<file path="src/rtl/button_debouncer.sv">
// Mechanical button conditioner: 2-flop synchronizer, stable-sample debounce,
// press/release strobes, press counter and a hold FSM for long-press and auto-repeat.
//
// state | meaning
// IDLE  | button released, hold counter parked at 0
// HELD  | press accepted, counting toward the long-press threshold
// LONG  | long press flagged, counting auto-repeat periods
module button_debouncer #(
    parameter int DEBOUNCE_CYCLES   = 540000,
    parameter int LONG_PRESS_CYCLES = 27000000,
    parameter int REPEAT_CYCLES     = 5400000
) (
    input  logic       clkin_i,
    input  logic       reset_ni,
    input  logic       button_ni,
    output logic       pressed_o,
    output logic       press_pulse_o,
    output logic       release_pulse_o,
    output logic       long_press_o,
    output logic       repeat_pulse_o,
    output logic [7:0] press_count_o
);

    localparam int DEB_W    = $clog2(DEBOUNCE_CYCLES);
    localparam int HOLD_MAX = (LONG_PRESS_CYCLES > REPEAT_CYCLES) ? LONG_PRESS_CYCLES : REPEAT_CYCLES;
    localparam int HOLD_W   = $clog2(HOLD_MAX);

    localparam logic [DEB_W-1:0]  DEB_LAST  = DEB_W'(DEBOUNCE_CYCLES - 1);
    localparam logic [HOLD_W-1:0] LONG_LAST = HOLD_W'(LONG_PRESS_CYCLES - 1);
    localparam logic [HOLD_W-1:0] REP_LAST  = HOLD_W'(REPEAT_CYCLES - 1);

    typedef enum logic [1:0] {
        IDLE = 2'd0,
        HELD = 2'd1,
        LONG = 2'd2
    } hold_state_t;

    logic              sync_1;
    logic              sync_2;
    logic              db_released;
    logic [DEB_W-1:0]  deb_cnt;
    hold_state_t       state;
    hold_state_t       next_state;
    logic [HOLD_W-1:0] hold_cnt;
    logic [HOLD_W-1:0] next_hold;
    logic              long_next;
    logic              repeat_next;
    logic              rise;
    logic              fall;

    always_ff @(posedge clkin_i or negedge reset_ni) begin
        if (!reset_ni) begin
            sync_1 <= 1'b1;
            sync_2 <= 1'b1;
        end else begin
            sync_1 <= button_ni;
            sync_2 <= sync_1;
        end
    end

    // Nth consecutive differing sample toggles the level and clears the count together.
    always_ff @(posedge clkin_i or negedge reset_ni) begin
        if (!reset_ni) begin
            db_released <= 1'b1;
            deb_cnt     <= '0;
        end else if (sync_2 != db_released) begin
            if (deb_cnt == DEB_LAST) begin
                db_released <= ~db_released;
                deb_cnt     <= '0;
            end else begin
                deb_cnt <= deb_cnt + DEB_W'(1);
            end
        end else begin
            deb_cnt <= '0;
        end
    end

    // pressed_o lags the internal level by one register; the edge between them defines the strobes.
    assign rise = !db_released && !pressed_o;
    assign fall = db_released && pressed_o;

    always_ff @(posedge clkin_i or negedge reset_ni) begin
        if (!reset_ni) begin
            state    <= IDLE;
            hold_cnt <= '0;
        end else begin
            state    <= next_state;
            hold_cnt <= next_hold;
        end
    end

    always_comb begin
        next_state  = state;
        next_hold   = hold_cnt;
        long_next   = 1'b0;
        repeat_next = 1'b0;
        case (state)
            IDLE: begin
                next_hold = '0;
                if (rise) begin
                    next_state = HELD;
                end
            end
            HELD: begin
                if (fall) begin
                    next_state = IDLE;
                    next_hold  = '0;
                end else if (hold_cnt == LONG_LAST) begin
                    next_state = LONG;
                    next_hold  = '0;
                    long_next  = 1'b1;
                end else begin
                    next_hold = hold_cnt + HOLD_W'(1);
                end
            end
            LONG: begin
                if (fall) begin
                    next_state = IDLE;
                    next_hold  = '0;
                end else if (hold_cnt == REP_LAST) begin
                    next_hold   = '0;
                    repeat_next = 1'b1;
                end else begin
                    next_hold = hold_cnt + HOLD_W'(1);
                end
            end
            default: begin
                next_state = IDLE;
                next_hold  = '0;
            end
        endcase
    end

    always_ff @(posedge clkin_i or negedge reset_ni) begin
        if (!reset_ni) begin
            pressed_o       <= 1'b0;
            press_pulse_o   <= 1'b0;
            release_pulse_o <= 1'b0;
            long_press_o    <= 1'b0;
            repeat_pulse_o  <= 1'b0;
            press_count_o   <= 8'd0;
        end else begin
            pressed_o       <= !db_released;
            press_pulse_o   <= rise;
            release_pulse_o <= fall;
            long_press_o    <= long_next;
            repeat_pulse_o  <= repeat_next;
            if (rise) begin
                press_count_o <= press_count_o + 8'd1;
            end
        end
    end

endmodule

</file>
<file path="config.mk">
export PLATFORM = sky130hd
export DESIGN_NAME = button_debouncer
export DESIGN_NICKNAME = d
export VERILOG_FILES = /design/src/rtl/button_debouncer.sv
export SDC_FILE = /design/constraint.sdc
export NUM_CORES = 1
export LEC_CHECK = 0
export CORE_MARGIN = 2
export CORE_UTILIZATION = 31
export CTS_CLUSTER_SIZE = 14
export DETAILED_ROUTE_END_ITERATION = 10
export GPL_TIMING_DRIVEN = 1
export PLACE_DENSITY_LB_ADDON = 0.15
export SETUP_SLACK_MARGIN = 0.02
export SLEW_MARGIN = 20
export SYNTH_ARGS = -nofsm -noshare
export SYNTH_HDL_FRONTEND = slang
export SYNTH_SLANG_ARGS = --single-unit
</file>
<file path="constraint.sdc">
create_clock -name clkin_i -period 6.5 [get_ports clkin_i]
set_clock_uncertainty 0.2 [all_clocks]
set_input_delay 1.3 -clock clkin_i [delete_from_list [all_inputs] [get_ports clkin_i]]
set_output_delay 1.3 -clock clkin_i [all_outputs]
set_load 0.005 [all_outputs]
</file>
; Word level (Yosys, flattened, before mapping)
; Cells that the tools add are included.
[totals]
register_bits = 63
latchBits = 0
ramBits = 0
romBits = 0
out_inout_bits = 13
word_cells = 50
n_memories = 0
[classes]
n_addsub = 3
n_mul = 0
n_div = 0
n_lt_le_gt_ge = 0
n_eq_ne = 9
shift = 0
n_mux = 18
bitwise = 1
reduce_logical = 7
[op_table]
columns = cell, count
row1 = $mux W25, 4
row2 = $pmux W25 S2, 1
row3 = $mux W20, 2
row4 = $add A25 B1 Y25 const B, 1
row5 = $eq A25 B23 Y1 const B, 1
row6 = $eq A25 B25 Y1 const B, 1
row7 = $add A20 B1 Y20 const B, 1
row8 = $eq A20 B20 Y1 const B, 1
row9 = $add A8 B1 Y8 const B, 1
row10 = $mux W2, 4
row11 = $mux W1, 6
row12 = $pmux W2 S3, 1
row13 = $ne A2 B2 Y1 const B, 2
row14 = $ne A3 B3 Y1 const B, 1
row15 = $reduce_and A3 Y1, 1
row16 = $eq A2 B1 Y1 const B, 1
row17 = $eq A2 B2 Y1 const B, 1
row18 = $logic_and A1 B1 Y1, 2
row19 = $logic_not A1 Y1, 2
row20 = $logic_not A2 Y1, 1
row21 = $reduce_and A2 Y1, 1
row22 = $ne A1 B1 Y1, 1
row23 = $not A1 Y1, 1

; Depth between registers and ports, before layout
; Gate-level depths: netlist (run 1).
[logic_depth]
depth_word = 4
depth_mapped = 7
depth_no_buf = 6

; Worst setup path before layout (run 1)
; OpenSTA, ideal clock, no wires.
[synth_timing]
path_type = reg-to-reg
start = reg hold_cnt[6]
end = reg hold_cnt[24]
setup_ps = 143
t_arrival_ps = 2192
t_required_ps = 6157
path_slack_ps = 3965
stages_incl_launch_ff = 7
synth_period_minus_slack_ps = 2535
cell_sequence = dfrtp_1 > or4_1 > or4_1 > buf_6 > o41ai_4 > buf_6 > a221oi_1
[synth_via]
elab_chain_cells = 4
word_cells_on_any_way = 8
cone_classes = 1 x add/sub / 2 x eq/ne / 5 x mux
[synth_rtl]
columns = item, line_no
row1 = start: declaration, 44  ; logic [HOLD_W-1:0] hold_cnt;
row2 = start signal: assignment, 88  ; hold_cnt <= next_hold;
row3 = "$add A25 B1 Y25, or another cell as far along", "113, 124"
row4 = "$mux W25, on equally long branches", "120, 108"
row5 = "$mux W25, on equally long branches", "117, 105"
row6 = $pmux W25 S2 (*), 97  ; case (state)
row7 = via next_hold[24], 45  ; logic [HOLD_W-1:0] next_hold;
; Mark *: on every way through the listed nets, which the timed path passes. The rest lies on a longest branch.
; A chain may end at the register's enable or synchronous reset.

; Worst setup path in the final report (run 1)
[layout_timing]
start = reg hold_cnt[6]
end = reg hold_cnt[18]
; Same word-level chain as after synthesis.

==> results of run 1 <==
## worst max-delay path, delay by kind of cell (launching register included)
kind / cells / cell delay (ns)
compound gates: 2 / 0.88
flops: 1 / 0.40
simple gates: 2 / 1.09
buf+inv: 1 / 0.35
## per-stage QoR
stage | cells | worst slack (ns) | util (%) | area [sq um]
floorplan | 323 | 3.97 | - | 3370
global placement | 467 | 3.41 | 33.5 | 3600
detailed placement | 467 | 3.41 | 33.5 | 3600
CTS | 483 | 3.40 | 35.6 | 3820
global route | 483 | 3.28 | 35.6 | 3820
finish | 483 | 3.40 | 35.6 | 3820
## synthesized netlist by cell type (2+ instances only)
library cell / n
a211oi_1: 15
a21oi_1: 7
a221oi_1: 10
and2_1: 2
and2_2: 3
and3_1: 4
and4_1: 4
buf_6: 6
clkbuf_1: 6
clkbuf_8: 2
dfrtp_1: 60
dfstp_2: 3
ha_1: 6
inv_1: 15
mux2_2: 2
nand2_1: 22
nand3_1: 16
nand4_1: 13
nor2_1: 19
nor3_1: 5
nor4_1: 11
nor4b_1: 2
o21ai_0: 8
o22a_1: 2
o31ai_1: 11
o41ai_4: 2
or3_1: 10
or4_1: 9
or4_2: 3
xnor2_1: 21
xor2_1: 10
## registers in the layout, summed over array words and instances (netlist names)
name and cells:
press_count_o 8, long_press_o 1, press_pulse_o 1, deb_cnt 20, release_pulse_o 1, repeat_pulse_o 1
state 2, db_released 1, sync_2 1, pressed_o 1, hold_cnt 25, sync_1 1
## cell families after synthesis
| group | after synthesis | share of synthesized area (%) |
|---|---|---|
| and+or+nand+nor | 131 | 22.4 |
| DFF | 63 | 46.9 |
| AOI/OAI and AO/OA | 60 | 14.5 |
| xor gates and xnor gates | 31 | 8.05 |
| buffers and inverters | 30 | 5.31 |
| adders and majority gates | 6 | 2.23 |
| muxes | 2 | 0.668 |
## final timing paths
kind                             startpoint  slack [ns]  cells after the start            to
worst max-delay path            hold_cnt[6]        3.40                      5  hold_cnt[18]
worst min-delay path                 sync_1        0.14                      0        sync_2
worst max register to register  hold_cnt[6]        3.40                      5  hold_cnt[18]
worst min register to register       sync_1        0.14                      0        sync_2
max in group asynchronous          reset_ni        4.65                      2  hold_cnt[10]
min in group asynchronous          reset_ni        0.93                      2   deb_cnt[16]
## routing by layer
layer / vias up / global-route usage, %
li1: 1240 / -
met1: 1226 / 18.4
met4: 0 / 5.95
met3: 14 / 4.10
met2: 29 / 21.0
met5: - / 0
## final cells by class
type	instances	area, sq um
fillers	1103	6920
well taps	140	175
inverters	15	56.3
clock inverters	3	65.1
repair buffers	19	175
clock buffers	13	159
flip-flops and latches	63	1580
multi-input cells	230	1610
## power groups by stage
stage	clock, mW	combinational (mW)	sequential [mW]
2_1_floorplan	0	0.00488	0.404
3_3_place_gp	0	0.0160	0.404
4_1_cts	0.399	0.0161	0.397
3_5_place_dp	0	0.0160	0.404
5_1_grt	0.415	0.0181	0.397
6_report	0.383	0.0151	0.397
==> impl_metrics.tcl, run 1 <==
set metrics [dict create \
    drive_gt1_share_pct 11.7 \
    drtIter0Drc 208 \
    critPathMaxFanout 16 \
    synth_top_area_share_pct 44.5 \
    cp_common_cell "or4_1" \
    die_y_um 108 \
    grt_pass1_vias 2516 \
    wl_met3_um 239 \
    areaGrowthSynthToFinish_pct 13.4 \
    grt_use_total_pct 13.9 \
    critPathRequiredTime_ns 6.48 \
    hold_slack_ns 0.143 \
    synth_nets 332 \
    clockPowerShare_pct 48.2 \
    cts_tree "built" \
    fp.dieW_um 108 \
    drt-total-wl_um 7170 \
    post_cts_buffers 0 \
    initial_core_util_pct 31.4 \
    yosysSeqAreaShare_pct 46.9 \
    p_per_area_nw_per_um2 208 \
    grt_max_degree 64 \
    clock-root-buffer "clkbuf_8" \
    slowest_stage "o41ai_4" \
    dr.max_layer_used "met4" \
    dp_hpwl_um 4800 \
    ctsResizeCount 0 \
    slew_viol_final 0 \
    yosysWarnings 0 \
    worstPathArrival_ns 3.07 \
    power_mw 0.795 \
    final_cell_mix "dfrtp_1 (60), nand2_1 (22), xnor2_1 (21)" \
    critPathMaxStageDelay_ns 0.76 \
    crit_chain "or4_1 -> or4_1 -> o41ai_4 -> buf_4 -> a221oi_1" \
    comb_power_share_pct 1.9 \
    period_needed_ns 3.10 \
    p_seq_share_pct 49.9 \
    end_kind "flip-flop" \
    crit_type "reg -> reg" \
    postRouteAntennaNets 0 \
    grt-ovfl-total 0 \
    place.gp.congestion 0.743 \
    synth_top_cells_by_area "dfrtp_1 (45%), xnor2_1 (5.5%), a211oi_1 (3.3%)" \
    slew-limit-headroom_pct 39.6 \
    drc 0 \
    synth_area_per_cell_sq_um 10.4 \
    antenna_found_initial 0 \
    drt-met1-wl_um 3580 \
    clockBufferDepth 2 \
    p_sw_share_pct 20.1 \
    num_antenna_cells 0 \
    vias_per_cell 5.19 \
    synth_ff_type "dfrtp_1" \
    syn_area_sq_um 3370 \
    finalHoldViolations 0 \
    fp.coreArea_sq_um 10700 \
    ir_drop_v 0.0000697 \
    dr.pass1.iters 4 \
    nets 347 \
    startpoint_type "flip-flop" \
    path_clk_slew_ns 0.07 \
    cts-htree-levels 3 \
    wl_met2_um 3210 \
    num_vias 2509 \
    ys_ff_latch 63 \
    tightestPinTransition_ns 0.897 \
    syn_inst 323 \
    synthArstFlopShare_pct 100 \
    synth_top_area_cell "dfrtp_1" \
    min_path_type "reg -> reg" \
    numClockSinks 63 \
    finalSetupViolations 0 \
    fmax_mhz 323 \
    cap_violations 0 \
    status "completed" \
    numPortBuffers 15 \
    cts-buffers-inserted 9 \
    rows 38 \
    cellLeakagePower_nw 1.44 \
    synth_edf_count 0 \
    p_sw_mw 0.160 \
    p_int_mw 0.635 \
    die_area_sq_um 11700 \
    insertion_delay_ns 0.35 \
    grt_pass1_wl_um 12600 \
    wl_per_cell_um 14.8 \
    ctsHoldBuffers 0 \
    rsz0062_at_grt "false" \
    ios 16 \
    tns_ns 0 \
    mostFrequentLayoutCell "dfrtp_1" \
    period_share_pct 47.7 \
    yosysUniqueCellTypes 45 \
]
Power figures use the tool's default switching activity.
==> run 2, diff against run 1 <==
==> constraint.sdc (replaced) <==
create_clock -name clkin_i -period 3.05 [get_ports clkin_i]
set_clock_uncertainty 0.2 [all_clocks]
set_input_delay 0.61 -clock clkin_i [delete_from_list [all_inputs] [get_ports clkin_i]]
set_output_delay 0.61 -clock clkin_i [all_outputs]
set_load 0.005 [all_outputs]
==> run 2 against run 1 <==
Net effect: non-clock buffer count is 3 higher; sequential share of layout area is 0.081 points lower; via count is 1.8% higher; routed wire length is 1.2% higher; die area stayed put; sequential cell count stayed put; worst hold slack worse by 0.021 ns; power is 92% higher; combinational power is 130% higher; largest cell class unchanged; sequential power is 110% higher.
==> impl_metrics.tcl, run 2 (same netlist as run 1, synthesis figures left out) <==
set metrics [dict create \
    num_vias 2554 \
    nets 350 \
    wl_per_cell_um 14.9 \
    final_cell_mix "dfrtp_1 (60), nand2_1 (22), xnor2_1 (21)" \
    min_path_type "in -> async" \
    tightestPinTransition_ns 0.830 \
    critPathMaxStageDelay_ns 0.70 \
    numPortBuffers 15 \
    power_mw 1.53 \
    fmax_mhz 369 \
    drive_gt1_share_pct 11.8 \
    crit_chain "ha_1 -> nand2_1 -> or4_1 -> or4b_2 -> a221oi_1" \
    finalHoldViolations 0 \
    antenna_found_initial 0 \
    end_kind "flip-flop" \
    grt_max_degree 34 \
    grt-ovfl-total 0 \
    status "completed" \
    cellLeakagePower_nw 1.44 \
    dp_hpwl_um 4990 \
    grt_pass1_wl_um 12400 \
    fp.coreArea_sq_um 10700 \
    regMostFlops "hold_cnt" \
    drtIter0Drc 145 \
    path_clk_slew_ns 0.07 \
    critPathRequiredTime_ns 3.07 \
    die_y_um 108 \
    ctsHoldBuffers 0 \
    cap_violations 0 \
    path_buf_inv 0 \
    initial_core_util_pct 31.4 \
    die_area_sq_um 11700 \
    period_share_pct 88.8 \
    insertion_delay_ns 0.34 \
    drc 0 \
    p_per_area_nw_per_um2 399 \
    ctsResizeCount 0 \
    post_cts_buffers 0 \
    fp.dieW_um 108 \
    num_antenna_cells 0 \
    instances_no_fill 486 \
    top_regs "hold_cnt (25), deb_cnt (20), press_count_o (8)" \
    rows 38 \
    clock-root-buffer "clkbuf_8" \
    critPathMaxFanout 8 \
    ios 16 \
    grt_use_total_pct 13.6 \
    place.gp.congestion 0.818 \
    slew-limit-headroom_pct 44.6 \
    postLayoutCoreUtil_pct 35.7 \
    cp_top_family "simple AND/OR/NAND/NOR gates" \
    vias_per_cell 5.26 \
    cts_tree "built" \
    clockBufferDepth 2 \
    cts-htree-levels 3 \
    dr.pass1.iters 4 \
    ir_drop_v 0.000131 \
    finalSetupViolations 0 \
    dp.cells 470 \
    fill_cells 1113 \
    worstPathArrival_ns 2.73 \
    tns_ns 0 \
    rsz0062_at_grt "false" \
    drt-total-wl_um 7250 \
    period_needed_ns 2.71 \
    areaGrowthSynthToFinish_pct 13.6 \
    cts-buffers-inserted 9 \
    startpoint_type "flip-flop" \
    largest_reg_flops 25 \
    grt_pass1_vias 2476 \
    mostFrequentLayoutCell "dfrtp_1" \
    crit_type "reg -> reg" \
    slew_viol_final 0 \
    numClockSinks 63 \
    slowest_stage "or4_1" \
    postRouteAntennaNets 0 \
]
-- run 2: cell types whose count changed in the layout (fill, tap and decap cells not counted), sizes merged --
| cell | change |
|---|---|
| clkbuf | +2 |
| buf | +3 |
| bufinv | -2 |
-- run 2: path summary, 6_finish.rpt --
| kind | startpoint | end | slack (ns) | depth (start not counted) |
|---|---|---|---|---|
| min | reset_ni | deb_cnt[18] | 0.12 | 1 |
| max in group asynchronous | reset_ni | db_released | 1.82 | 2 |
| max | hold_cnt[0] | hold_cnt[24] | 0.34 | 5 |
| max reg2reg | hold_cnt[0] | hold_cnt[24] | 0.34 | 5 |
| min reg2reg | sync_1 | sync_2 | 0.16 | 0 |
| min in group clkin_i | sync_1 | sync_2 | 0.16 | 0 |
-- run 2: area by class of cell --
type	instances	area [sq um]	share of cell area [%]
clock buffer	15	166	4.34
clock inverter	1	5.00	0.131
inverter	15	56.3	1.47
multi-input combinational	230	1610	42.1
sequential	63	1580	41.2
tap	140	175	4.57
timing repair buffer	22	235	6.14
-- run 2: where the power goes --
group,internal (mW),leakage [nW],switching [mW]
registers,0.841,0.842,0.00404
logic,0.00939,0.515,0.0257
clock network,0.340,0.0877,0.307
-- run 2: worst register-to-register path: cells and delay by family (launching register included) --
family / cells / cell delay (ns)
compound gates: 1 / 0.29
fa+ha+maj: 1 / 0.21
flops: 1 / 0.37
simple gates: 3 / 1.53
-- run 2: per-stage QoR --
stage	hold slack [ns]	worst slack, ns	instance area, sq um
2_1_floorplan	0.114	0.515	3370
3_3_place_gp	0.147	0.419	3660
3_5_place_dp	0.157	0.392	3660
4_1_cts	0.142	0.351	3830
5_1_grt	0.166	0.217	3830
6_report	0.121	0.340	3830
-- run 2: routing by layer --
metal / part of all wire [%] / GRT usage (%) / vias to the layer above
met5: 0 / 0 / -
met1: 50 / 18.7 / 1244
met2: 45 / 20.5 / 50
met4: 1.7 / 6.59 / 0
li1: - / - / 1250
met3: 4.0 / 2.59 / 10
